$ cat src/rtl/cpu_pkg.sv
// Shared types and constants for the LEGv8 pipeline hazard logic.
// Latency: n/a (types, constants and one pure helper function).
// Backpressure: n/a.
// Contents: inflight_rec_t (per-stage destination record), forwarding select
// encodings, the XZR register number, and rec_writes() which says whether a
// record will write a given architectural register.
package cpu_pkg;

  typedef struct packed {
    logic       valid;
    logic [4:0] Rd;
    logic       RegWrite;
    logic       MemToReg;
  } inflight_rec_t;

  localparam logic [1:0] FWD_RF  = 2'b00;
  localparam logic [1:0] FWD_MEM = 2'b01;
  localparam logic [1:0] FWD_WB  = 2'b10;
  localparam logic [4:0] XZR     = 5'd31;

  // XZR reads as zero, so a write to it is never a real producer.
  function automatic logic rec_writes(inflight_rec_t r, logic [4:0] x);
    return r.valid & r.RegWrite & (r.Rd == x) & (x != XZR);
  endfunction

endpackage

$ cat src/rtl/fwd_select.sv
// Forwarding-select decode for one EX-stage ALU operand.
// Latency: purely combinational.
// Backpressure: none; the caller decides when the result is registered.
// Ports: src/uses describe the operand of the instruction about to enter EX;
// ex_r/mem_r are the records that will sit in MEM/WB when it does; sel is the
// operand mux select (register file, EX/MEM result or MEM/WB result).
module fwd_select
  import cpu_pkg::*;
(
  input  logic [4:0]    src,
  input  logic          uses,
  input  inflight_rec_t ex_r,
  input  inflight_rec_t mem_r,
  output logic [1:0]    sel
);

  // The younger producer (ex_r) holds the newest value, so it wins.
  always_comb begin
    sel = FWD_RF;
    if (uses && rec_writes(ex_r, src)) begin
      sel = FWD_MEM;
    end else if (uses && rec_writes(mem_r, src)) begin
      sel = FWD_WB;
    end
  end

endmodule

$ cat src/rtl/hazard_ctrl.sv
// Hazard controller: load-use stall, taken-branch squash, EX forwarding selects.
// Latency: stall/flush/bubble combinational; fwdA/fwdB registered (valid in EX).
// Backpressure: stalls PC and IF/ID one cycle per load-use; branch overrides.
// Ports: clk/reset (sync, active-high); id_* describe the ID instruction;
// ex_PC_select flags a taken branch resolved in EX; stall_pc/stall_ifid,
// flush_ifid, bubble_idex steer the front end; fwdA/fwdB select EX operands;
// stall_count/flush_count are saturating performance counters.
module hazard_ctrl
  import cpu_pkg::*;
#(
  parameter int CNT_W = 32
) (
  input  logic             clk,
  input  logic             reset,
  input  logic             id_valid,
  input  logic [4:0]       id_Rn,
  input  logic [4:0]       id_Rm,
  input  logic             id_usesRn,
  input  logic             id_usesRm,
  input  logic [4:0]       id_Rd,
  input  logic             id_RegWrite,
  input  logic             id_MemToReg,
  input  logic             ex_PC_select,
  output logic             stall_pc,
  output logic             stall_ifid,
  output logic             flush_ifid,
  output logic             bubble_idex,
  output logic [1:0]       fwdA,
  output logic [1:0]       fwdB,
  output logic [CNT_W-1:0] stall_count,
  output logic [CNT_W-1:0] flush_count
);

  localparam logic [CNT_W-1:0] CNT_ONE = {{(CNT_W-1){1'b0}}, 1'b1};

  inflight_rec_t ex_q, ex_d;
  inflight_rec_t mem_q, mem_d;
  inflight_rec_t wb_q, wb_d;
  logic [1:0]       fwd_a_q, fwd_a_d;
  logic [1:0]       fwd_b_q, fwd_b_d;
  logic [CNT_W-1:0] stall_cnt_q, stall_cnt_d;
  logic [CNT_W-1:0] flush_cnt_q, flush_cnt_d;

  logic       ex_is_load;
  logic       load_use;
  logic       stall;
  logic       flush;
  logic       bubble;
  logic [1:0] sel_a;
  logic [1:0] sel_b;

  // ex_q/mem_q are the producers that will be in MEM/WB when the ID
  // instruction reaches EX, so they drive the next-cycle selects.
  fwd_select u_fwd_a (
    .src   (id_Rn),
    .uses  (id_usesRn),
    .ex_r  (ex_q),
    .mem_r (mem_q),
    .sel   (sel_a)
  );

  fwd_select u_fwd_b (
    .src   (id_Rm),
    .uses  (id_usesRm),
    .ex_r  (ex_q),
    .mem_r (mem_q),
    .sel   (sel_b)
  );

  always_comb begin
    ex_is_load = ex_q.valid & ex_q.RegWrite & ex_q.MemToReg;
    load_use   = id_valid & ex_is_load &
                 ((id_usesRn & rec_writes(ex_q, id_Rn)) |
                  (id_usesRm & rec_writes(ex_q, id_Rm)));
    flush      = ex_PC_select;
    // A taken branch discards the ID instruction, so there is nothing to stall.
    stall      = load_use & ~ex_PC_select;
    bubble     = stall | flush;

    mem_d = ex_q;
    wb_d  = mem_q;
    ex_d  = '0;
    if (!bubble) begin
      ex_d.valid    = id_valid;
      ex_d.Rd       = id_Rd;
      ex_d.RegWrite = id_RegWrite;
      ex_d.MemToReg = id_MemToReg;
    end

    fwd_a_d = bubble ? FWD_RF : sel_a;
    fwd_b_d = bubble ? FWD_RF : sel_b;

    stall_cnt_d = stall_cnt_q;
    if (stall && (stall_cnt_q != '1)) begin
      stall_cnt_d = stall_cnt_q + CNT_ONE;
    end
    flush_cnt_d = flush_cnt_q;
    if (flush && (flush_cnt_q != '1)) begin
      flush_cnt_d = flush_cnt_q + CNT_ONE;
    end
  end

  always_ff @(posedge clk) begin
    if (reset) begin
      ex_q        <= '0;
      mem_q       <= '0;
      wb_q        <= '0;
      fwd_a_q     <= FWD_RF;
      fwd_b_q     <= FWD_RF;
      stall_cnt_q <= '0;
      flush_cnt_q <= '0;
    end else begin
      ex_q        <= ex_d;
      mem_q       <= mem_d;
      wb_q        <= wb_d;
      fwd_a_q     <= fwd_a_d;
      fwd_b_q     <= fwd_b_d;
      stall_cnt_q <= stall_cnt_d;
      flush_cnt_q <= flush_cnt_d;
    end
  end

  assign stall_pc    = stall;
  assign stall_ifid  = stall;
  assign flush_ifid  = flush;
  assign bubble_idex = bubble;
  assign fwdA        = fwd_a_q;
  assign fwdB        = fwd_b_q;
  assign stall_count = stall_cnt_q;
  assign flush_count = flush_cnt_q;

`ifndef SYNTHESIS
  // The WB record is kept for debug visibility; it must always be last
  // cycle's MEM record unless a reset intervened.
  wb_follows_mem: assert property (@(posedge clk) disable iff (reset)
    !$past(reset) |-> (wb_q == $past(mem_q)));
`endif

endmodule

$ cat config.mk
export PLATFORM = sky130hd
export DESIGN_NAME = hazard_ctrl
export DESIGN_NICKNAME = d
export VERILOG_FILES = /design/src/rtl/cpu_pkg.sv /design/src/rtl/fwd_select.sv /design/src/rtl/hazard_ctrl.sv
export SDC_FILE = /design/constraint.sdc
export NUM_CORES = 1
export LEC_CHECK = 0
export ABC_AREA = 1
export BUFFER_PORTS_ARGS = -buffer_cell sky130_fd_sc_hd__clkbuf_2
export CAP_MARGIN = 10
export CORE_UTILIZATION = 40
export DETAILED_ROUTE_END_ITERATION = 8
export GPL_ROUTABILITY_DRIVEN = 0
export SLEW_MARGIN = 25
export SYNTH_ARGS = -nofsm -noshare
export SYNTH_HDL_FRONTEND = slang
export SYNTH_HIERARCHICAL = 1
export SYNTH_SLANG_ARGS = --single-unit
$ cat constraint.sdc
create_clock -name clk -period 2.5 [get_ports clk]
set_clock_uncertainty 0.1 [all_clocks]
set_input_delay 0 -clock clk [delete_from_list [all_inputs] [get_ports clk]]
set_output_delay 0 -clock clk [all_outputs]
set_load 0.01 [all_outputs]
==> results of run 1 <==
==> worst max path at each step <==
stage,from,end,slack [ns],depth (start not counted)
after floorplan,stall_count[0],stall_count[2],0.61,10
after global placement,stall_count[0],stall_count[27],0.22,10
after detailed placement,stall_count[0],stall_count[4],0.18,10
after CTS,stall_count[0],stall_count[4],0.16,10
after global routing,stall_count[0],stall_count[4],0.04,10
final,stall_count[0],stall_count[4],0.25,10
==> layout by cell type, fill, tap and decap left out, drive strengths merged, types with 2 or more instances in the layout <==
| cell | instances |
|---|---|
| a21oi | 56 |
| buf | 22 |
| clkbuf | 106 |
| clkinv | 5 |
| dfxtp | 83 |
| dlygate4sd3 | 8 |
| ha | 2 |
| inv | 93 |
| nand2 | 310 |
| nand3 | 27 |
| nand3b | 16 |
| nand4 | 42 |
| nor2 | 142 |
| nor3 | 17 |
| nor4 | 2 |
| o21ai | 11 |
| o21bai | 2 |
| xnor2 | 15 |
| xor2 | 26 |
==> critical path: cells and delay by family (launching register included) <==
family / cells / cell delay, ns
adder cells (fa/ha/maj): 1 / 0.34
AO/OA/AOI/OAI: 1 / 0.15
flip-flops: 1 / 0.49
AND/OR/NAND/NOR: 6 / 0.69
buffers and inverters: 2 / 0.39
==> flip-flops by register name, indices dropped and copies added (netlist names) <==
register	flops
flush_count	32
stall_count	32
ex_q	8
mem_q	7
fwdA	2
fwdB	2
==> timing repair <==
action / CTS / global route
endpoints found under the hold margin: 8 / 0
hold buffers: 8 / 0
resized for setup: 0 / 1
setup endpoints to repair: 0 / 2
==> cell type report <==
cell class	instances	share of cell area, %
inverter	95	5.51
clock buffer	12	3.95
clock inverter	4	0.751
timing repair buffer	124	11.2
sequential	83	25.6
multi-input combinational	671	49.6
tap	176	3.39
==> per-stage QoR <==
stage          setup slack [ns]  std cells  area, sq um  hold WS, ns
2_1_floorplan             0.606        877         5420      -0.0451
3_3_place_gp              0.220       1141         6110        0.102
3_5_place_dp              0.179       1141         6110        0.105
4_1_cts                   0.162       1165         6500       0.0292
5_1_grt                  0.0364       1165         6500       0.0593
6_report                  0.254       1165         6500       0.0361
==> report_power, final <==
group          total [W]  switching, W  internal (W)
clock network    0.00138      0.000554      0.000827
registers        0.00135     0.0000138       0.00133
logic           0.000186      0.000119     0.0000664
==> per-layer routing <==
layer / routed length (um) / vias to the layer above / part of all wire (%)
met5: 0 / - / 0
met3: 861 / 17 / 5.5
met1: 7760 / 2531 / 50
li1: - / 2974 / -
met4: 247 / 0 / 1.6
met2: 6740 / 151 / 43
==> flow_summary.ini, run 1 <==
[pwr]
leakagePower_nw = 2.65
power.density_nw_per_um2 = 448
finalPower_w = 0.00291
vdd_ir_drop_max_uv = 296

[min_path]
min_from = id_usesRn
hold_path_class = input pin to flop
min_to = fwdA[0]
hold_depth = 7

[run_status]
status = completed

[sta]
min_period_ns = 2.25
worstMarginPinSlew_ns = 0.699
rsz0062_at_grt = no
setup_viol = 0
tns_ns = 0
hold_viol_final = 0
fmax_mhz = 445
relSlewSlack_pct = 53.0
final_max_slew_viol_count = 0
timing.final.crit_share_pct = 89.8

[global_routing]
grt_busiest_layer = met2
grt_overflow = 0
antenna_found_initial = 0
gr-usage-met2_pct = 33.6
gr-usage-all-layers_pct = 22.5
grt_pass1_wl_mm = 25.1
grt_max_degree = 59
grtUsageMet3_pct = 4.10
grt_pass1_vias = 4842
met1_usage_pct = 32.4

[critical_path]
slowest_delay_ns = 0.49
slowest_stage = dfxtp_1
end_kind = flop
rrSetupSlack_ns = 0.25
worstPathMaxFanout = 16
critical_path_class = flop to flop
r2r-end = stall_count[4]
rr_startpoint = stall_count[0]
arrival_ns = 2.42
critPathRequiredTime_ns = 2.67
start_kind = flop
path_cells = ha_2, nand3_2, clkinv_2, nand2_4, nor2_4, nand2_2, nand4_4, buf_4, nand2_1, a21oi_1
rr_worst_depth = 10

[drt]
ant_nets = 0
via_count = 5673
drc = 0
drtPass1Iterations = 5
drt_wl_total_mm = 15.6
wl_per_cell_um = 13.4
drt_iter0_drc = 433
avgViaCountPerCell = 4.87

[place]
hpwl_mm = 11.4
io_buffers = 94

[finish]
final_util_pct = 49.1
n_antenna_cell = 0
seq_area_sq_um = 1660
fin_nets = 1009
multi_input_area_sq_um = 3230
n_fill_cell = 1390
synthToLayoutAreaGrowth_pct = 19.8
drive_above_1_share_pct = 17.5

[logic_synthesis]
yosys_warnings = 6
synth_cells = 877
avgSynthCellArea_sq_um = 6.18
netlist_area_sq_um = 5420
synth.net_count = 902

[clock_tree]
cts_tree = built
clkSinkCount = 83
cts_htree_levels = 3
cts_made_buffers = 9
clockRootBuffer = clkbuf_16
clock_latency_ns = 0.35
clkTransAtPathRegs_ns = 0.06
post_cts_buffers = 0
cts_buffer_depth = 2

[floorplanning]
fp.dieArea_sq_um = 14000
io_pins = 95
start_util_pct = 40.9
fp.dieW_um = 118
die_h_um = 118
num_rows = 42
fp.coreArea_sq_um = 13200

[run]
max-cap-violations = 0
Note: power is estimated with default switching activity, not from simulation.
==> run 2, diff against run 1 <==
Settings changed: GPL_TIMING_DRIVEN from default to 0.
==> run 2 against run 1 <==
Effect of this change:
- flip-flop and latch count unchanged
- setup slack lost 0.080 ns
- critical path type unchanged
- largest cell class unchanged
- sequential power about the same
- clock-buffer cell count is 2 lower
==> flow_summary.ini, run 2 (synthesized netlist as in run 1, its figures left out) <==
[floorplanning]
num_rows = 42
start_util_pct = 40.9
io_pins = 95
fp.coreArea_sq_um = 13200
fp.dieW_um = 118
fp.dieArea_sq_um = 14000
die_h_um = 118

[place]
io_buffers = 93
dp_cells = 1146
hpwl_mm = 12.2
place_ws_ns = 0.122

[clock_tree]
clockRootBuffer = clkbuf_16
clkTransAtPathRegs_ns = 0.06
clock_latency_ns = 0.35
cts_buffer_depth = 2
post_cts_buffers = 0
clkSinkCount = 83
cts_htree_levels = 3
cts_made_buffers = 9
cts_tree = built

[finish]
final_cell_mix = 301 x nand2_1, 130 x nor2_1, 93 x clkbuf_2
layoutNonFillerInstCount = 1169
layout_commonest_cell = nand2_1
fin_nets = 1014
synthToLayoutAreaGrowth_pct = 19.8
n_antenna_cell = 0
drive_above_1_share_pct = 16.6

[sta]
final_max_slew_viol_count = 0
fmax_mhz = 430
hold_viol_final = 0
relSlewSlack_pct = 53.9
setup_viol = 0
timing.final.crit_share_pct = 93.0
fin_ws_ns = 0.175
min_period_ns = 2.33
tns_ns = 0
worst_hold_slack_ns = 0.0111
worstMarginPinSlew_ns = 0.685
rsz0062_at_grt = no

[drt]
drt_wl_total_mm = 15.8
wl_per_cell_um = 13.5
ant_nets = 0
avgViaCountPerCell = 4.92
via_count = 5754
drtPass1Iterations = 5
drc = 0
drt_iter0_drc = 389

[critical_path]
slowest_stage = dfxtp_1
worst_path_most_repeated_cell = nand4_1
critPathRequiredTime_ns = 2.61
arrival_ns = 2.43
critPathBufInv = 2
worst-path-stages = 10
path_cells = ha_2, nand2_2, nor2_4, nand3_1, nor2_1, nand4_1, buf_2, buf_6, nand4_1, a21oi_1
start_kind = flop
slowest_delay_ns = 0.52
critical_path_class = flop to flop
worstPathMaxFanout = 10
end_kind = flop
path_delay_family = simple AND/OR/NAND/NOR gates
rr_worst_depth = 10

[global_routing]
grt_overflow = 0
grt_max_degree = 14
grt_pass1_wl_mm = 26.0
antenna_found_initial = 0
grt_pass1_vias = 5180
gr-usage-all-layers_pct = 23.5

[run]
max-cap-violations = 0

[pwr]
leakagePower_nw = 2.63
vdd_ir_drop_max_uv = 308
power.density_nw_per_um2 = 456

[min_path]
hold_depth = 4
hold_path_class = input pin to flop

[run_status]
status = completed
[run 2: changes by cell type in the layout (fill, tap and decap cells not counted), sizes merged]
| cell | before | now |
|---|---|---|
| bufinv | 1 | 2 |
| buf | 22 | 16 |
| clkbuf | 106 | 115 |
[run 2: path summary, 6_finish.rpt]
path / startpoint / end / slack, ns
setup reg to reg: stall_count[0] / stall_count[3] / 0.17
hold reg to reg: ex_q[7] / mem_q[7] / 0.39
setup / recovery: stall_count[0] / stall_count[3] / 0.17
hold / removal: ex_PC_select / flush_count[7] / 0.01
[run 2: tightest hold or removal path, delay by kind of cell]
kind,cells,cell delay [ns]
compound gates,1,0.05
simple gates,2,0.19
buf+inv,1,0.15
[run 2: final cells by class]
type                       instances  area [sq um]
clock buffer                      10           229
clock inverter                     5          78.8
sequential                        83          1660
inverter                          95           358
fill                            1455          6740
tap                              176           220
multi-input combinational        671          3230
buffer                            28           180
timing repair buffer             101           546
[run 2: through the flow]
step / total power [W] / area [sq um] / utilization (%)
CTS: 0.00300 / 6500 / 49.1
detailed placement: 0.00156 / 6110 / 46.1
global route: 0.00308 / 6500 / 49.1
finish: 0.00296 / 6500 / 49.1
global placement: 0.00156 / 6110 / 46.1
floorplan: 0.00149 / 5420 / -
[run 2: what timing repair did]
action,CTS,global route
hold endpoints to repair,8,0
setup endpoints to repair,0,15
gates resized for setup,0,1
hold buffers,8,0
[run 2: power by group]
part	internal (W)	total, W	switching (W)
clock	0.000868	0.00142	0.000553
sequential	0.00133	0.00135	0.0000142
combinational	0.0000695	0.000194	0.000124
[run 2: metal layers]
| layer | wire, um | vias up | track usage (%) | share of wire (%) |
|---|---|---|---|---|
| met2 | 6760 | 151 | 35.7 | 43 |
| li1 | - | 2991 | - | - |
| met5 | 0 | - | 0 | 0 |
| met3 | 956 | 21 | 4.63 | 6.0 |
| met4 | 236 | 0 | 6.88 | 1.5 |
| met1 | 7890 | 2591 | 33.3 | 50 |
==> run 3, diff against run 2 <==
Settings changed: CELL_PAD_IN_SITES_DETAIL_PLACEMENT from default to 1, CELL_PAD_IN_SITES_GLOBAL_PLACEMENT from default to 2, CORE_UTILIZATION 40 to 30, PLACE_DENSITY_LB_ADDON from default to 0.1.
==> run 3 against run 2 <==
Effect of this change:
- utilization is 11 points lower
- global-route usage fell by 2.2 points
- sequential power about the same
- first-iteration DRC count fell by 36%
- critical endpoint is now stall_count[24]
==> flow_summary.ini, run 3 (synthesized netlist as in run 1, its figures left out) <==
[run_status]
status = completed

[drt]
drc = 0
ant_nets = 0
drt_wl_total_mm = 18.9
wl_per_cell_um = 15.5
via_count = 5769
drt_iter0_drc = 249
avgViaCountPerCell = 4.73
drtPass1Iterations = 4

[critical_path]
worstPathMaxFanout = 10
slowest_stage = dfxtp_1
rrSetupSlack_ns = 0.22
critPathRequiredTime_ns = 2.60
rr_worst_depth = 10
worst_path_most_repeated_cell = nand4_1
r2r-end = stall_count[24]
path_cells = ha_2, nand2_2, nor2_4, nand3_1, nor2_1, nand4_1, buf_2, buf_6, nand4_1, a21oi_1
end_kind = flop
critical_path_class = flop to flop
path_delay_family = simple AND/OR/NAND/NOR gates
slowest_delay_ns = 0.52
start_kind = flop
rr_startpoint = stall_count[0]
critPathBufInv = 2
arrival_ns = 2.38

[clock_tree]
cts_buffer_depth = 2
cts_tree = built
clkTransAtPathRegs_ns = 0.07
cts_htree_levels = 3
clock_latency_ns = 0.35
post_cts_buffers = 0
clkSinkCount = 83
clockRootBuffer = clkbuf_16
cts_made_buffers = 9

[finish]
synthToLayoutAreaGrowth_pct = 21.6
final_cell_mix = 301 x nand2_1, 130 x nor2_1, 93 x clkbuf_2
layout_commonest_cell = nand2_1
layoutNonFillerInstCount = 1219
n_antenna_cell = 0
drive_above_1_share_pct = 16.8
fin_nets = 1014

[global_routing]
antenna_found_initial = 0
grt_pass1_wl_mm = 29.9
grt_overflow = 0
grt_pass1_vias = 5458
grt_max_degree = 15
gr-usage-all-layers_pct = 21.2

[sta]
fmax_mhz = 439
worstMarginPinSlew_ns = 0.913
hold_viol_final = 0
tns_ns = 0
relSlewSlack_pct = 38.6
final_max_slew_viol_count = 0
fin_ws_ns = 0.224
min_period_ns = 2.28
rsz0062_at_grt = no
timing.final.crit_share_pct = 91.1
setup_viol = 0

[min_path]
min_from = ex_PC_select
hold_path_class = input pin to flop
hold_depth = 4
min_to = flush_count[7]

[run]
max-cap-violations = 0

[place]
dp_cells = 1195
hpwl_mm = 15.0
place_ws_ns = 0.107
io_buffers = 93

[pwr]
vdd_ir_drop_max_uv = 380
power.density_nw_per_um2 = 477
leakagePower_nw = 2.64

[floorplanning]
io_pins = 95
num_rows = 48
fp.dieW_um = 136
start_util_pct = 31.0
fp.coreArea_sq_um = 17500
fp.dieArea_sq_um = 18600
die_h_um = 136
-- run 3: cell types whose count changed in the layout (fill, tap and decap cells not counted) --
cell / change
inv_6: +1
bufinv_16: +1
dfxtp_1: -1
clkinv_2: -1
dfxtp_2: +1
-- run 3: what timing repair did --
action,4_1_cts,5_1_grt
setup endpoints to repair,0,25
hold buffers,8,0
gates resized for setup,0,2
hold endpoints to repair,8,0
-- run 3: power breakdown --
part	switching, W	leakage, nW	internal [W]
Sequential	0.0000154	0.671	0.00133
Combinational	0.000131	1.80	0.0000696
Clock	0.000612	0.167	0.000982
Total	0.000758	2.64	0.00238
-- run 3: final cells by class --
cell class / instances / area (sq um)
fillers: 2328 / 10900
inverters: 95 / 358
clock buffers: 10 / 229
repair buffers: 101 / 546
well taps: 225 / 282
clock inverters: 6 / 113
flip-flops and latches: 83 / 1660
plain buffers: 28 / 180
multi-input cells: 671 / 3230
-- run 3: worst register-to-register path: stages, from the launching register on --
cell and delay, ns:
dfxtp_1 0.52, ha_2 0.38, nand2_2 0.10, nor2_4 0.19, nand3_1 0.09, nor2_1 0.09
nand4_1 0.11, buf_2 0.22, buf_6 0.17, nand4_1 0.10, a21oi_1 0.08
-- run 3: through the flow --
stage          hold slack, ns  utilization [%]  instance area (sq um)  total power [W]
2_1_floorplan         -0.0451                -                   5420          0.00149
3_3_place_gp            0.100             35.3                   6170          0.00157
3_5_place_dp            0.103             35.3                   6170          0.00157
4_1_cts                0.0231             37.7                   6590          0.00319
5_1_grt                0.0609             37.7                   6600          0.00327
6_report               0.0163             37.7                   6600          0.00314
-- run 3: layer usage --
layer | GRT usage (%) | vias to the layer above | wire (um)
met5 | 0 | - | 0
met4 | 5.25 | 0 | 189
met3 | 3.21 | 13 | 635
met2 | 31.6 | 90 | 7990
met1 | 31.4 | 2690 | 10100
li1 | - | 2976 | -
-- run 3: worst max-delay path by stage --
stage	startpoint	endpoint	slack (ns)	depth (start not counted)
CTS	stall_count[0]	stall_count[24]	0.09	10
global route	ex_q[7]	stall_pc	0.002	10
floorplan	stall_count[0]	stall_count[2]	0.61	10
global placement	stall_count[0]	stall_count[22]	0.08	9
finish	stall_count[0]	stall_count[24]	0.22	10
detailed placement	stall_count[0]	stall_count[24]	0.11	10
